==> src/rtl/program_loader_if.sv <==
// Byte-stream input and instruction-memory write bus of the program loader.
// The master modport belongs to the stream source, the slave modport to the loader.
interface program_loader_if #(
    parameter int ADDR_WIDTH = 10
);
    logic [7:0]            in_data;
    logic                  in_valid;
    logic                  in_ready;
    logic                  imem_we;
    logic [ADDR_WIDTH-1:0] imem_addr;
    logic [31:0]           imem_wdata;

    modport master (
        output in_data,
        output in_valid,
        input  in_ready,
        input  imem_we,
        input  imem_addr,
        input  imem_wdata
    );

    modport slave (
        input  in_data,
        input  in_valid,
        output in_ready,
        output imem_we,
        output imem_addr,
        output imem_wdata
    );
endinterface

==> src/rtl/program_loader.sv <==
// Framed byte-stream loader: assembles big-endian words, writes them to CS_RISC
// instruction memory and releases cpu_reset only after a frame with a good XOR checksum.
module program_loader #(
    parameter int ADDR_WIDTH = 10,
    parameter int MAX_WORDS  = 256
) (
    input  logic             clk,
    input  logic             reset,
    input  logic             start,
    program_loader_if.slave  bus,
    output logic             cpu_reset,
    output logic             done,
    output logic             error
);
    localparam int WIDX_W = $clog2(MAX_WORDS + 1);

    typedef enum logic [2:0] {
        ST_IDLE, ST_LEN_LO, ST_DATA, ST_CHECK, ST_DONE, ST_ERR
    } state_t;

    state_t                state_r, state_next_s;
    logic [7:0]            acc_r, acc_next_s;
    logic [15:0]           len_r, len_next_s;
    logic [1:0]            byte_cnt_r, byte_next_s;
    logic [WIDX_W-1:0]     word_cnt_r, word_next_s;
    logic [23:0]           shift_r, shift_next_s;
    logic                  we_r, we_next_s;
    logic [ADDR_WIDTH-1:0] addr_r, addr_next_s;
    logic [31:0]           wdata_r, wdata_next_s;
    logic                  in_ready_r, done_r, error_r, cpu_reset_r;
    logic                  accept_s;
    logic [15:0]           len_full_s;
    logic [WIDX_W-1:0]     word_inc_s;

    // Byte address of a word index, truncated to the memory address width.
    function automatic logic [ADDR_WIDTH-1:0] word_addr(input logic [WIDX_W-1:0] idx);
        logic [31:0] full;
        full = 32'(idx) << 2'd2;
        return full[ADDR_WIDTH-1:0];
    endfunction

    assign accept_s   = bus.in_valid && in_ready_r;
    assign len_full_s = {len_r[15:8], bus.in_data};
    assign word_inc_s = word_cnt_r + WIDX_W'(1);

    // Next-state and datapath update for every accepted byte.
    always_comb begin
        state_next_s = state_r;
        acc_next_s   = acc_r;
        len_next_s   = len_r;
        byte_next_s  = byte_cnt_r;
        word_next_s  = word_cnt_r;
        shift_next_s = shift_r;
        we_next_s    = 1'b0;
        addr_next_s  = addr_r;
        wdata_next_s = wdata_r;
        case (state_r)
            ST_IDLE: begin
                if (accept_s) begin
                    len_next_s   = {bus.in_data, 8'h00};
                    acc_next_s   = bus.in_data;
                    state_next_s = ST_LEN_LO;
                end else begin
                    state_next_s = ST_IDLE;
                end
            end
            ST_LEN_LO: begin
                if (accept_s) begin
                    len_next_s  = len_full_s;
                    acc_next_s  = acc_r ^ bus.in_data;
                    byte_next_s = 2'd0;
                    word_next_s = '0;
                    if (len_full_s == 16'd0) begin
                        state_next_s = ST_CHECK;
                    end else if (32'(len_full_s) > 32'(MAX_WORDS)) begin
                        state_next_s = ST_ERR;
                    end else begin
                        state_next_s = ST_DATA;
                    end
                end else begin
                    state_next_s = ST_LEN_LO;
                end
            end
            ST_DATA: begin
                if (accept_s) begin
                    acc_next_s   = acc_r ^ bus.in_data;
                    shift_next_s = {shift_r[15:0], bus.in_data};
                    byte_next_s  = byte_cnt_r + 2'd1;
                    if (byte_cnt_r == 2'd3) begin
                        we_next_s    = 1'b1;
                        wdata_next_s = {shift_r, bus.in_data};
                        addr_next_s  = word_addr(word_cnt_r);
                        word_next_s  = word_inc_s;
                        // The strobe lands on the same edge CHECK is entered, so the
                        // last word is in memory before the CHK byte can complete.
                        if (16'(word_inc_s) == len_r) begin
                            state_next_s = ST_CHECK;
                        end else begin
                            state_next_s = ST_DATA;
                        end
                    end else begin
                        state_next_s = ST_DATA;
                    end
                end else begin
                    state_next_s = ST_DATA;
                end
            end
            ST_CHECK: begin
                if (accept_s) begin
                    state_next_s = (bus.in_data == acc_r) ? ST_DONE : ST_ERR;
                end else begin
                    state_next_s = ST_CHECK;
                end
            end
            ST_DONE, ST_ERR: begin
                if (start) begin
                    state_next_s = ST_IDLE;
                    acc_next_s   = 8'h00;
                    len_next_s   = 16'h0000;
                    byte_next_s  = 2'd0;
                    word_next_s  = '0;
                    shift_next_s = 24'h000000;
                end else begin
                    state_next_s = state_r;
                end
            end
            default: begin
                state_next_s = ST_IDLE;
            end
        endcase
    end

    // State register.
    always_ff @(posedge clk or negedge reset) begin
        if (!reset) begin
            state_r <= ST_IDLE;
        end else begin
            state_r <= state_next_s;
        end
    end

    // Datapath and registered outputs, all derived from the next state.
    always_ff @(posedge clk or negedge reset) begin
        if (!reset) begin
            acc_r       <= 8'h00;
            len_r       <= 16'h0000;
            byte_cnt_r  <= 2'd0;
            word_cnt_r  <= '0;
            shift_r     <= 24'h000000;
            we_r        <= 1'b0;
            addr_r      <= '0;
            wdata_r     <= 32'h0000_0000;
            in_ready_r  <= 1'b0;
            done_r      <= 1'b0;
            error_r     <= 1'b0;
            cpu_reset_r <= 1'b1;
        end else begin
            acc_r       <= acc_next_s;
            len_r       <= len_next_s;
            byte_cnt_r  <= byte_next_s;
            word_cnt_r  <= word_next_s;
            shift_r     <= shift_next_s;
            we_r        <= we_next_s;
            addr_r      <= addr_next_s;
            wdata_r     <= wdata_next_s;
            in_ready_r  <= (state_next_s != ST_DONE) && (state_next_s != ST_ERR);
            done_r      <= (state_next_s == ST_DONE);
            error_r     <= (state_next_s == ST_ERR);
            cpu_reset_r <= (state_next_s != ST_DONE);
        end
    end

    assign bus.in_ready   = in_ready_r;
    assign bus.imem_we    = we_r;
    assign bus.imem_addr  = addr_r;
    assign bus.imem_wdata = wdata_r;
    assign cpu_reset      = cpu_reset_r;
    assign done           = done_r;
    assign error          = error_r;
endmodule
==> src/flat_wrapper.sv <==
// flat-port wrapper written by rule: the top's interface ports become plain ports
module program_loader_flat 
#(
    parameter int ADDR_WIDTH = 10,
    parameter int MAX_WORDS  = 256
)
  (clk, reset, start, cpu_reset, done, error, bus_in_data, bus_in_valid, bus_in_ready, bus_imem_we, bus_imem_addr, bus_imem_wdata);
  program_loader_if #(.ADDR_WIDTH(ADDR_WIDTH)) bus_i ();
  input  logic clk;
  input  logic reset;
  input  logic start;
  output logic cpu_reset;
  output logic done;
  output logic error;
  input wire logic [$bits(bus_i.in_data)-1:0] bus_in_data;
  input wire logic [$bits(bus_i.in_valid)-1:0] bus_in_valid;
  output wire logic [$bits(bus_i.in_ready)-1:0] bus_in_ready;
  output wire logic [$bits(bus_i.imem_we)-1:0] bus_imem_we;
  output wire logic [$bits(bus_i.imem_addr)-1:0] bus_imem_addr;
  output wire logic [$bits(bus_i.imem_wdata)-1:0] bus_imem_wdata;
  assign bus_i.in_data = bus_in_data;
  assign bus_i.in_valid = bus_in_valid;
  assign bus_in_ready = bus_i.in_ready;
  assign bus_imem_we = bus_i.imem_we;
  assign bus_imem_addr = bus_i.imem_addr;
  assign bus_imem_wdata = bus_i.imem_wdata;
  program_loader #(.ADDR_WIDTH(ADDR_WIDTH), .MAX_WORDS(MAX_WORDS)) u_core (.clk(clk), .reset(reset), .start(start), .bus(bus_i), .cpu_reset(cpu_reset), .done(done), .error(error));
endmodule
==> config.mk <==
export PLATFORM = sky130hd
export DESIGN_NAME = program_loader_flat
export DESIGN_NICKNAME = d
export VERILOG_FILES = /design/src/rtl/program_loader_if.sv /design/src/rtl/program_loader.sv /design/src/flat_wrapper.sv
export SDC_FILE = /design/constraint.sdc
export NUM_CORES = 1
export LEC_CHECK = 0
export ABC_CLOCK_PERIOD_IN_PS = 2000
export CAP_MARGIN = 20
export CORE_MARGIN = 4
export CORE_UTILIZATION = 58
export CTS_BUF_LIST = sky130_fd_sc_hd__clkbuf_2 sky130_fd_sc_hd__clkbuf_4 sky130_fd_sc_hd__clkbuf_8
export DETAILED_ROUTE_END_ITERATION = 8
export GPL_ROUTABILITY_DRIVEN = 0
export PLACE_DENSITY_LB_ADDON = 0.08
export RECOVER_POWER = 50
export SLEW_MARGIN = 20
export SYNTH_ARGS = -nofsm -noshare
export SYNTH_HDL_FRONTEND = slang
export SYNTH_SLANG_ARGS = --single-unit
==> constraint.sdc <==
create_clock -name clk -period 2 [get_ports clk]
set_input_delay 0.6 -clock clk [delete_from_list [all_inputs] [get_ports clk]]
set_output_delay 0.6 -clock clk [all_outputs]
set_load 0.05 [all_outputs]
==> summary.txt, run 1 <==
Detailed routing
  – Drt wl/cell: 16.9 µm
  – Vias/cell: 5.93
  – Via count: 4439
  – Detailed Route Iter0 Violations: 265
  – Detailed Routing Iterations Pass 1: 4
  – Detailed-route DRC error count: 0
  – Post-route ant nets: 0
  – WL final: 12.7 mm

Timing
  – Period utilisation layout: 0.956
  – Setup Skew: 0.0150 ns
  – Peak Freq: 523 MHz
  – # setup viols final: 0
  – Slew Limit Headroom: 0.262
  – Max-slew violations: 0
  – Worst slew pin tran: 1.11 ns
  – Fin crit period: 1.91 ns
  – Hold Vio Cnt, Final: 0

Logic synthesis
  – Cells after Synth: 554
  – Cell area after synthesis: 0.00506 mm²
  – Synth Area per Inst: 9.14 µm²
  – Distinct cell type count after synthesis: 55
  – Post-synthesis sequential area ratio: 0.529
  – Area share of the largest cell type after synthesis: 0.524
  – FF+latch count, synth: 107
  – Yosys warns: 0
  – Largest area contributor in the netlist: dfrtp_1
  – EDFF count, synth: 0
  – FFs w/ async S/R, synth: 1.00
  – Top_reg_cell synth: dfrtp_1
  – Top cells by area, synth: dfrtp_1, nand2_1, a32o_1, a21oi_1, o21ai_0

Finish
  – Final Non-Filler Cells: 748
  – # diodes: 0
  – Layout area overhead: 21.8%
  – Filler cell count: 643
  – # nets final: 652
  – Layout cells sized above 1: 0.205

Die
  – Initial Utilization: 0.607
  – # rows: 33
  – DIE WIDTH: 101 µm
  – Core area: 0.00834 mm²
  – Die area: 0.0103 mm²
  – I/O pin cnt: 59
  – Die height: 101 µm

Critical path
  – Crit path cell chain: dlygate4sd2_1, buf_4, or2_0, a221oi_2, a31oi_2, and2_4, or3_1
  – Worst R2R End: u_core.cpu_reset
  – Crit Path Category: input pin to flop
  – Slowest stage cell, crit path: or3_1
  – CP delay by family, top: simple AND/OR/NAND/NOR gates
  – Worst Reg-to-Reg Cells: 6
  – Reg2reg setup slack: 0.10 ns
  – Crit-path max cell delay: 0.36 ns
  – Reg-to-Reg Start: u_core.state_r[1]
  – Crit path buf inv count: 2
  – Worst Setup Start Kind: input pin
  – Worst EP required: 2.31 ns
  – CP endpoint kind: flop
  – Crit Path Max Fanout: 3
  – WP data arrival: 2.22 ns

GRT
  – Largest net degree at the start of global routing: 37
  – Global-route wire length before repair: 20.9 mm
  – Initial antenna violation count: 0
  – Gr usage total: 0.259
  – Grt total ovfl: 0
  – Vias in the first global route: 4338

Clock tree
  – Clock transition at path regs: 0.13 ns
  – CTS Buf Count: 9
  – Clock root buffer: clkbuf_8
  – Post-CTS Hold Buffers: 0
  – Clock Latency Late Sink: 0.38 ns
  – TritonCTS clock tree: done
  – H-tree Lvls: 3
  – Clk buf depth: 2
  – TritonCTS Sinks: 107

Worst hold path
  – Hold Path Class: input pin to async pin

Power
  – Leak: 3.07 nW
  – Design Power: 0.00703 W
  – Max IR drop VDD: 0.000764 V
  – PD cells: 1140 mW/mm²

Run status
  – Run status: complete, no violations

Placed design
  – Placed Instances: 729
  – IO buf count: 56
  – DPL Wire Length: 8.87 mm

Flow run
  – Max cap viols: 0
layout make-up:
class                           count  area (µm²)  area share
Clock inverter                      7        88.8      0.0144
Sequential cell                   107        2680       0.434
Tap cell                          105         131      0.0213
Clock buffer                        9         124      0.0201
Multi-Input combinational cell    389        2210       0.358
Timing Repair Buffer              116         880       0.143
Inverter                           15        58.8     0.00954
cells in the mapped netlist, drive strengths merged (8+ instances only):
cell type,n
inv,15
nand3,15
o22ai,9
a32o,24
xnor2,8
xor2,10
dfrtp,106
nand2,159
a21oi,35
a31oi,9
clkbuf,24
nor2,16
buf,20
o21ai,40
metrics by stage:
stage / instance area, µm² / setup WS [ns] / util / setup TNS (ns) / hold WS (ns)
6_report: 6170 / 0.0881 / 0.739 / 0 / 0.112
5_1_grt: 6170 / -0.000538 / 0.739 / -0.000538 / 0.129
4_1_cts: 6200 / 0.000978 / 0.744 / 0 / 0.143
3_5_place_dp: 5960 / -0.578 / 0.714 / -27.81 / 0.459
3_3_place_gp: 5960 / -0.517 / 0.714 / -24.71 / 0.458
2_1_floorplan: 5070 / 0.0265 / - / 0 / 0.304
registers in the layout, indices dropped and copies added, names as in the netlist:
signal and count:
u_core.bus.imem_we 1, u_core.word_cnt_r 9, u_core.bus.in_ready 1, u_core.bus.imem_addr 8, u_core.state_r 3, u_core.acc_r 8, u_core.len_r 16, u_core.error 1
u_core.cpu_reset 1, u_core.bus.imem_wdata 32, u_core.done 1, u_core.byte_cnt_r 2, u_core.shift_r 24
how the worst max path moves through the flow:
stage / endpoint / start / depth (start not counted) / slack, ns
5_1_grt: u_core.cpu_reset / u_core.state_r[1] / 6 / -0.0005
4_1_cts: u_core.cpu_reset / bus_in_data[3] / 7 / 0.001
3_5_place_dp: u_core.cpu_reset / bus_in_data[2] / 7 / -0.58
2_1_floorplan: u_core.cpu_reset / bus_in_data[3] / 5 / 0.03
6_report: u_core.cpu_reset / bus_in_data[2] / 7 / 0.09
3_3_place_gp: u_core.cpu_reset / bus_in_data[2] / 7 / -0.52
cell usage in the layout, fill, tap and decap left out, types with 4 or more instances in the layout:
master / n
o22ai_1: 9
o21ai_1: 11
o21ai_0: 29
nand3_1: 14
nor3_2: 4
a32o_1: 24
dlygate4sd2_1: 5
or2_1: 4
a31oi_1: 8
a21oi_1: 34
clkbuf_2: 14
dfrtp_1: 106
xor2_1: 10
clkbuf_1: 8
nand2_1: 159
nor2_1: 16
buf_4: 76
clkbuf_8: 9
inv_1: 14
xnor2_1: 8
layer usage:
metal | track usage | wire length, µm
met5 | 0 | 0
met4 | 0.0971 | 347
met3 | 0.0282 | 637
met2 | 0.434 | 6280
met1 | 0.351 | 5400
timing repair:
| action | CTS | global route |
|---|---|---|
| buffers inserted | 2 | 1 |
| setup endpoints to repair | 4 | 75 |
| pin swaps | 5 | 6 |
| gates resized for setup | 11 | 14 |
| endpoints found under the hold margin | 0 | 0 |
logic make-up (layout without fill, tap and decap cells):
group / after synthesis / in the layout / synth area share
other cells: 1 / 2 / 0.000741
flops: 107 / 107 / 0.529
fa+ha+maj: 2 / 2 / 0.00494
buf+inv: 59 / 147 / 0.0492
compound gates: 140 / 140 / 0.180
simple gates: 227 / 227 / 0.204
xor+xnor: 18 / 18 / 0.0311
report_power, final:
part           switching, W  internal [W]  total [W]
sequential         0.000349       0.00248    0.00283
combinational       0.00165       0.00115    0.00281
clock              0.000878      0.000516    0.00139
total               0.00288       0.00415    0.00703
No activity file was read; power rests on OpenSTA's default activity.
==> run 2: changes to the inputs <==
Settings changed: PLACE_DENSITY from default to 0.82, PLACE_DENSITY_LB_ADDON 0.08 to default.
==> run 2 against run 1 <==
Maximum frequency is 3.6% lower. Hold slack better by 0.19 ns. Clock-buffer cell count stayed put. Global-route usage is 1.2 points lower. Critical path type is now flop to flop. Largest power group unchanged. Register-to-register slack worse by 0.08 ns.
==> summary.txt, run 2 (synthesis results as in run 1) <==
Clock tree
  – Clock transition at path regs: 0.12 ns (was 0.13 ns)
  – Clk buf depth: 2 (unchanged)
  – Clock Latency Late Sink: 0.38 ns (about the same)
  – Clock root buffer: clkbuf_8 (unchanged)
  – H-tree Lvls: 3 (unchanged)
  – TritonCTS clock tree: done (unchanged)
  – TritonCTS Sinks: 107 (unchanged)
  – CTS Buf Count: 9 (unchanged)

GRT
  – Largest net degree at the start of global routing: 54 (was 37)
  – Met1 usage: 0.341 (was 0.351)
  – GR Layer Usage met3: 0.0331 (was 0.0282)
  – Grt met2 use: 0.392 (was 0.434)
  – Vias in the first global route: 4192 (was 4338)
  – Global-route wire length before repair: 20.1 mm (was 20.9 mm)
  – Gr usage total: 0.248 (was 0.259)
  – Initial antenna violation count: 0 (unchanged)
  – Grt total ovfl: 0 (unchanged)
  – Gr busiest metal: met2 (unchanged)

Timing
  – Fin crit period: 1.98 ns (was 1.91 ns)
  – Hold slack: 0.305 ns (was 0.112 ns)
  – RSZ-0062 raised after global routing: no
  – Slew Limit Headroom: 0.405 (was 0.262)
  – Setup_tns: 0 ns (unchanged)
  – Period utilisation layout: 0.991 (was 0.956)
  – Setup ws final: 0.0172 ns (was 0.0881 ns)
  – Worst slew pin tran: 0.892 ns (was 1.11 ns)
  – Hold Vio Cnt, Final: 0 (unchanged)
  – Setup Skew: 0.0142 ns (was 0.0150 ns)
  – Peak Freq: 504 MHz (was 523 MHz)
  – Max-slew violations: 0 (unchanged)
  – # setup viols final: 0 (unchanged)

Die
  – I/O pin cnt: 59 (unchanged)
  – Die height: 101 µm (unchanged)
  – DIE WIDTH: 101 µm (unchanged)
  – Die area: 0.0103 mm² (unchanged)
  – # rows: 33 (unchanged)
  – Initial Utilization: 0.607 (unchanged)
  – Core area: 0.00834 mm² (unchanged)

Finish
  – Final core utilization: 0.731 (was 0.739)
  – # nets final: 645 (was 652)
  – Multi-input logic area: 0.00216 mm² (was 0.00221 mm²)
  – Most frequent cells in the layout: nand2_1, dfrtp_1, buf_4, a21oi_1, o21ai_0 (unchanged)
  – Layout area overhead: 20.4% (was 21.8%)
  – Most common cell after layout, fill and taps aside: nand2_1 (unchanged)
  – Register Area: 0.00268 mm² (about the same)
  – Final Non-Filler Cells: 741 (was 748)
  – Max reg flops: 32 (unchanged)
  – Filler cell count: 636 (was 643)
  – # diodes: 0 (unchanged)
  – Layout cells sized above 1: 0.189 (was 0.205)

Critical path
  – WP data arrival: 2.28 ns (was 2.22 ns)
  – Crit path buf inv count: 0 (was 2)
  – CP endpoint kind: flop (unchanged)
  – Crit-path max cell delay: 0.42 ns (was 0.36 ns)
  – Crit path cell chain: nor4_2, nand2_1, or3b_4, and2_4, or3_1 (was dlygate4sd2_1, buf_4, or2_0, a221oi_2, a31oi_2, and2_4, or3_1)
  – Crit Path Max Fanout: 2 (was 3)
  – Worst EP required: 2.30 ns (was 2.31 ns)
  – Slowest stage cell, crit path: dfrtp_1 (was or3_1)
  – Worst Setup Start Kind: flop (was input pin)
  – CP delay by family, top: simple AND/OR/NAND/NOR gates (unchanged)
  – Crit Path Category: flop to flop (was input pin to flop)

Detailed routing
  – Via count: 4400 (was 4439)
  – Detailed Routing Iterations Pass 1: 5 (was 4)
  – Drt wl/cell: 16.4 µm (was 16.9 µm)
  – Post-route ant nets: 0 (unchanged)
  – Detailed Route Iter0 Violations: 344 (was 265)
  – Vias/cell: 5.94 (was 5.93)
  – WL final: 12.1 mm (was 12.7 mm)
  – Detailed-route DRC error count: 0 (unchanged)

Placed design
  – Place WS: -0.514 ns (was -0.578 ns)
  – Placed Instances: 724 (was 729)
  – IO buf count: 56 (unchanged)
  – DPL Wire Length: 8.64 mm (was 8.87 mm)

Power
  – Max IR drop VDD: 0.000796 V (was 0.000764 V)
  – Leak: 3.00 nW (was 3.07 nW)
  – PD cells: 1150 mW/mm² (was 1140 mW/mm²)

Run status
  – Run status: complete, no violations (unchanged)

Flow run
  – Max cap viols: 0 (unchanged)

Worst hold path
  – Hold Path Class: input pin to async pin (unchanged)
==> run 2: cell count changes in the layout (fill, tap and decap cells not counted), moves of 2 or more <==
cell            change
buf_12              +4
buf_4              -11
dlygate4sd2_1       +3
nor3_2              -2
nor3_1              +2
buf_1               -2
clkbuf_1            +2
dlymetal6s2s_1      -3
==> run 2: repair_timing <==
action                     in CTS  in global routing
hold buffers                    0                  0
gates resized for setup         9                  2
setup buffers                   1                  0
setup endpoints to repair       2                  2
pin swaps                       3                  1
==> run 2: final timing paths <==
path | start | endpoint | slack (ns) | cells past startpoint
worst min-delay path | reset | u_core.bus.imem_addr[4] | 0.30 | 1
min in group clk | u_core.bus.imem_wdata[18] | u_core.bus.imem_wdata[18] | 0.48 | 2
worst max-delay path | u_core.len_r[12] | u_core.cpu_reset | 0.02 | 5
worst min register to register | u_core.bus.imem_wdata[18] | u_core.bus.imem_wdata[18] | 0.48 | 2
max in group asynchronous | reset | u_core.acc_r[4] | 0.39 | 2
worst max register to register | u_core.len_r[12] | u_core.cpu_reset | 0.02 | 5
==> run 2: area by class of cell <==
class | count | share of cell area
clock buffers | 9 | 0.0203
clock inverters | 7 | 0.0154
inverters | 15 | 0.00923
multi-input cells | 389 | 0.355
flip-flops and latches | 107 | 0.440
well taps | 105 | 0.0215
repair buffers | 109 | 0.139
==> run 2: power by group <==
group | switching [W] | internal (W)
Clock | 0.000850 | 0.000516
Combinational | 0.00163 | 0.00116
Sequential | 0.000346 | 0.00248
==> run 2: stage by stage <==
stage               area [µm²]  total power (W)
finish                    6100          0.00698
global route              6100          0.00742
CTS                       6180          0.00699
detailed placement        5960          0.00563
global placement          5960          0.00550
floorplan                 5070          0.00456
==> run 2: routing by layer <==
layer  part of all wire  wire length [µm]  vias to the layer above
met1               0.43              5180                     2119
met3              0.066               799                       24
li1                   -                 -                     2079
met2               0.48              5850                      178
met4              0.025               303                        0
met5                  0                 0                        -
==> run 3: changes to the inputs <==
Settings changed: ABC_CLOCK_PERIOD_IN_PS 2000 to 2300, CORE_UTILIZATION 58 to 60, PLACE_DENSITY 0.82 to 0.85.
Clock period 2 ns to 2.3 ns, I/O delays scaled along.
==> run 3 against run 2 <==
The run now ends with max-capacitance violations, max-slew violations left. Clock power decreased by 13%. Non-clock buffer count decreased by 8. Sequential power decreased by 13%. Hold slack improved by 0.17 ns. Global-route usage increased by 0.94 points. Final cell count decreased by 1.1%. Clock-buffer cell count unchanged. Largest cell class unchanged. Largest power group unchanged.
==> summary.txt, run 3 (synthesis results as in run 1) <==
Critical path
  – Slowest stage cell, crit path: clkdlybuf4s50_1 (was dfrtp_1)
  – CP delay by family, top: buffers and inverters (was simple AND/OR/NAND/NOR gates)
  – Worst Setup Start Kind: flop (unchanged)
  – Crit Path Max Fanout: 2 (unchanged)
  – Worst EP required: 1.61 ns (was 2.30 ns)
  – WP data arrival: 1.57 ns (was 2.28 ns)
  – Crit path cell chain: clkdlybuf4s50_1 (was nor4_2, nand2_1, or3b_4, and2_4, or3_1)
  – CP endpoint kind: output pin (was flop)
  – Crit Path Category: flop to output pin (was flop to flop)
  – Crit-path max cell delay: 0.82 ns (was 0.42 ns)
  – Crit path buf inv count: 1 (was 0)

Detailed routing
  – Post-route ant nets: 0 (unchanged)
  – Via count: 4426 (was 4400)
  – Detailed Route Iter0 Violations: 282 (was 344)
  – Vias/cell: 6.04 (was 5.94)
  – Detailed-route DRC error count: 0 (unchanged)
  – Drt wl/cell: 16.8 µm (was 16.4 µm)
  – WL final: 12.3 mm (was 12.1 mm)
  – Detailed Routing Iterations Pass 1: 5 (unchanged)

GRT
  – Initial antenna violation count: 0 (unchanged)
  – Grt total ovfl: 0 (unchanged)
  – Largest net degree at the start of global routing: 49 (was 54)
  – Gr usage total: 0.257 (was 0.248)
  – Global-route wire length before repair: 20.5 mm (was 20.1 mm)
  – Vias in the first global route: 4196 (was 4192)

Timing
  – Period utilisation layout: 0.981
  – Max-slew violations: 30 (was 0)
  – Setup Skew: 0.0173 ns (was 0.0142 ns)
  – Setup_tns: 0 ns (unchanged)
  – Hold slack: 0.478 ns (was 0.305 ns)
  – Hold Vio Cnt, Final: 0 (unchanged)
  – Slew Limit Headroom: -0.192 (was 0.405)
  – Fin crit period: 2.26 ns
  – Worst slew pin tran: 1.79 ns (was 0.892 ns)
  – Peak Freq: 443 MHz
  – # setup viols final: 0 (unchanged)
  – RSZ-0062 raised after global routing: no (unchanged)

Die
  – Core area: 0.00822 mm² (was 0.00834 mm²)
  – Initial Utilization: 0.616 (was 0.607)
  – DIE WIDTH: 99.9 µm (was 101 µm)
  – Die area: 0.00997 mm² (was 0.0103 mm²)
  – I/O pin cnt: 59 (unchanged)
  – # rows: 33 (unchanged)
  – Die height: 99.9 µm (was 101 µm)

Clock tree
  – Clock transition at path regs: 0.11 ns (was 0.12 ns)
  – Clock Latency Late Sink: 0.38 ns (about the same)
  – Clock root buffer: clkbuf_8 (unchanged)
  – TritonCTS Sinks: 107 (unchanged)
  – H-tree Lvls: 3 (unchanged)
  – Postcts setup bufs: 0 (was 1)
  – CTS Buf Count: 9 (unchanged)
  – Clk buf depth: 2 (unchanged)
  – TritonCTS clock tree: done (unchanged)
  – Post-CTS Hold Buffers: 0 (unchanged)
  – Post-CTS Resized: 1 (was 9)

Power
  – Clk pwr share: 0.198 (was 0.196)
  – Sequential power share: 0.408 (was 0.405)
  – PD cells: 969 mW/mm² (was 1150 mW/mm²)
  – Design Power: 0.00599 W (was 0.00698 W)
  – Switching Share: 0.409 (was 0.404)
  – Leak: 3.13 nW (was 3.00 nW)
  – Pint: 0.00354 W (was 0.00416 W)
  – Max IR drop VDD: 0.000779 V (was 0.000796 V)
  – Logic gate share of total power: 0.393 (was 0.399)
  – Switching pwr: 0.00245 W (was 0.00282 W)

Finish
  – # nets final: 637 (was 645)
  – Fin area: 0.00619 mm² (was 0.00610 mm²)
  – Most frequent cells in the layout: nand2_1, dfrtp_1, buf_4, clkdlybuf4s50_1, a21oi_1 (was nand2_1, dfrtp_1, buf_4, a21oi_1, o21ai_0)
  – Most common cell after layout, fill and taps aside: nand2_1 (unchanged)
  – Layout cells sized above 1: 0.113 (was 0.189)
  – # diodes: 0 (unchanged)
  – Max reg flops: 32 (unchanged)
  – Layout area overhead: 22.2% (was 20.4%)

Flow run
  – Max cap viols: 1 (was 0)

Run status
  – Run status: complete, but fails checks (was complete, no violations)
  – Failing checks: max-capacitance violations, max-slew violations

Worst hold path
  – Hold Path Class: flop to flop (was input pin to async pin)

Placed design
  – DPL Wire Length: 8.67 mm (was 8.64 mm)
  – Placement Cell Area: 0.00599 mm² (was 0.00596 mm²)
  – IO buf count: 56 (unchanged)
[run 3: cell types whose count changed in the layout (fill, tap and decap cells not counted), sizes merged]
cell           previous run  this run
dlymetal6s2s              0        13
clkdlybuf4s50             2        36
clkinv                    4         3
clkbuf                   35        16
buf                      73        44
inv                      18        19
dlygate4sd2               8         1
[run 3: tightest hold or removal path, stage by stage (launching register included)]
cell	delay, ns
dfrtp_1	0.36
nand2_1	0.05
nand2_1	0.04
[run 3: layer usage]
layer,wire length (µm),vias to the layer above,GRT usage
met3,831,27,0.0486
met2,6080,186,0.416
li1,-,2052,-
met1,5190,2161,0.350
met4,220,0,0.0914
met5,0,-,0
[run 3: path summary, 6_finish.rpt]
path / to / start / slack [ns] / depth (start not counted)
setup reg to reg: u_core.state_r[0] / u_core.word_cnt_r[0] / 0.26 / 6
max in group asynchronous: u_core.acc_r[3] / reset / 0.34 / 2
min in group asynchronous: u_core.shift_r[17] / reset / 0.76 / 1
hold / removal: u_core.bus.imem_wdata[31] / u_core.shift_r[23] / 0.48 / 2
hold reg to reg: u_core.bus.imem_wdata[31] / u_core.shift_r[23] / 0.48 / 2
setup / recovery: bus_imem_wdata[5] / u_core.bus.imem_wdata[5] / 0.04 / 1
[run 3: power by group through the flow]
stage | Sequential (W) | Clock (W) | Combinational [W]
floorplan | 0.00246 | 0 | 0.00151
global placement | 0.00245 | 0 | 0.00224
detailed placement | 0.00247 | 0 | 0.00234
CTS | 0.00243 | 0.00120 | 0.00236
global route | 0.00248 | 0.00129 | 0.00259
finish | 0.00245 | 0.00119 | 0.00236
[run 3: stage by stage]
step | utilization | instances | worst slack (ns)
2_1_floorplan | - | 555 | 0.237
3_3_place_gp | 0.729 | 717 | -0.269
3_5_place_dp | 0.729 | 717 | -0.315
4_1_cts | 0.755 | 733 | 0.00807
5_1_grt | 0.753 | 733 | 0.000393
6_report | 0.753 | 733 | 0.0446
[run 3: final cells by class]
class / count / area, µm²
Inverter: 15 / 56.3
Fill cell: 555 / 2030
Clock inverter: 7 / 88.8
Multi-Input combinational cell: 389 / 2150
Clock buffer: 9 / 124
Timing Repair Buffer: 101 / 955
Tap cell: 105 / 131
Sequential cell: 107 / 2680
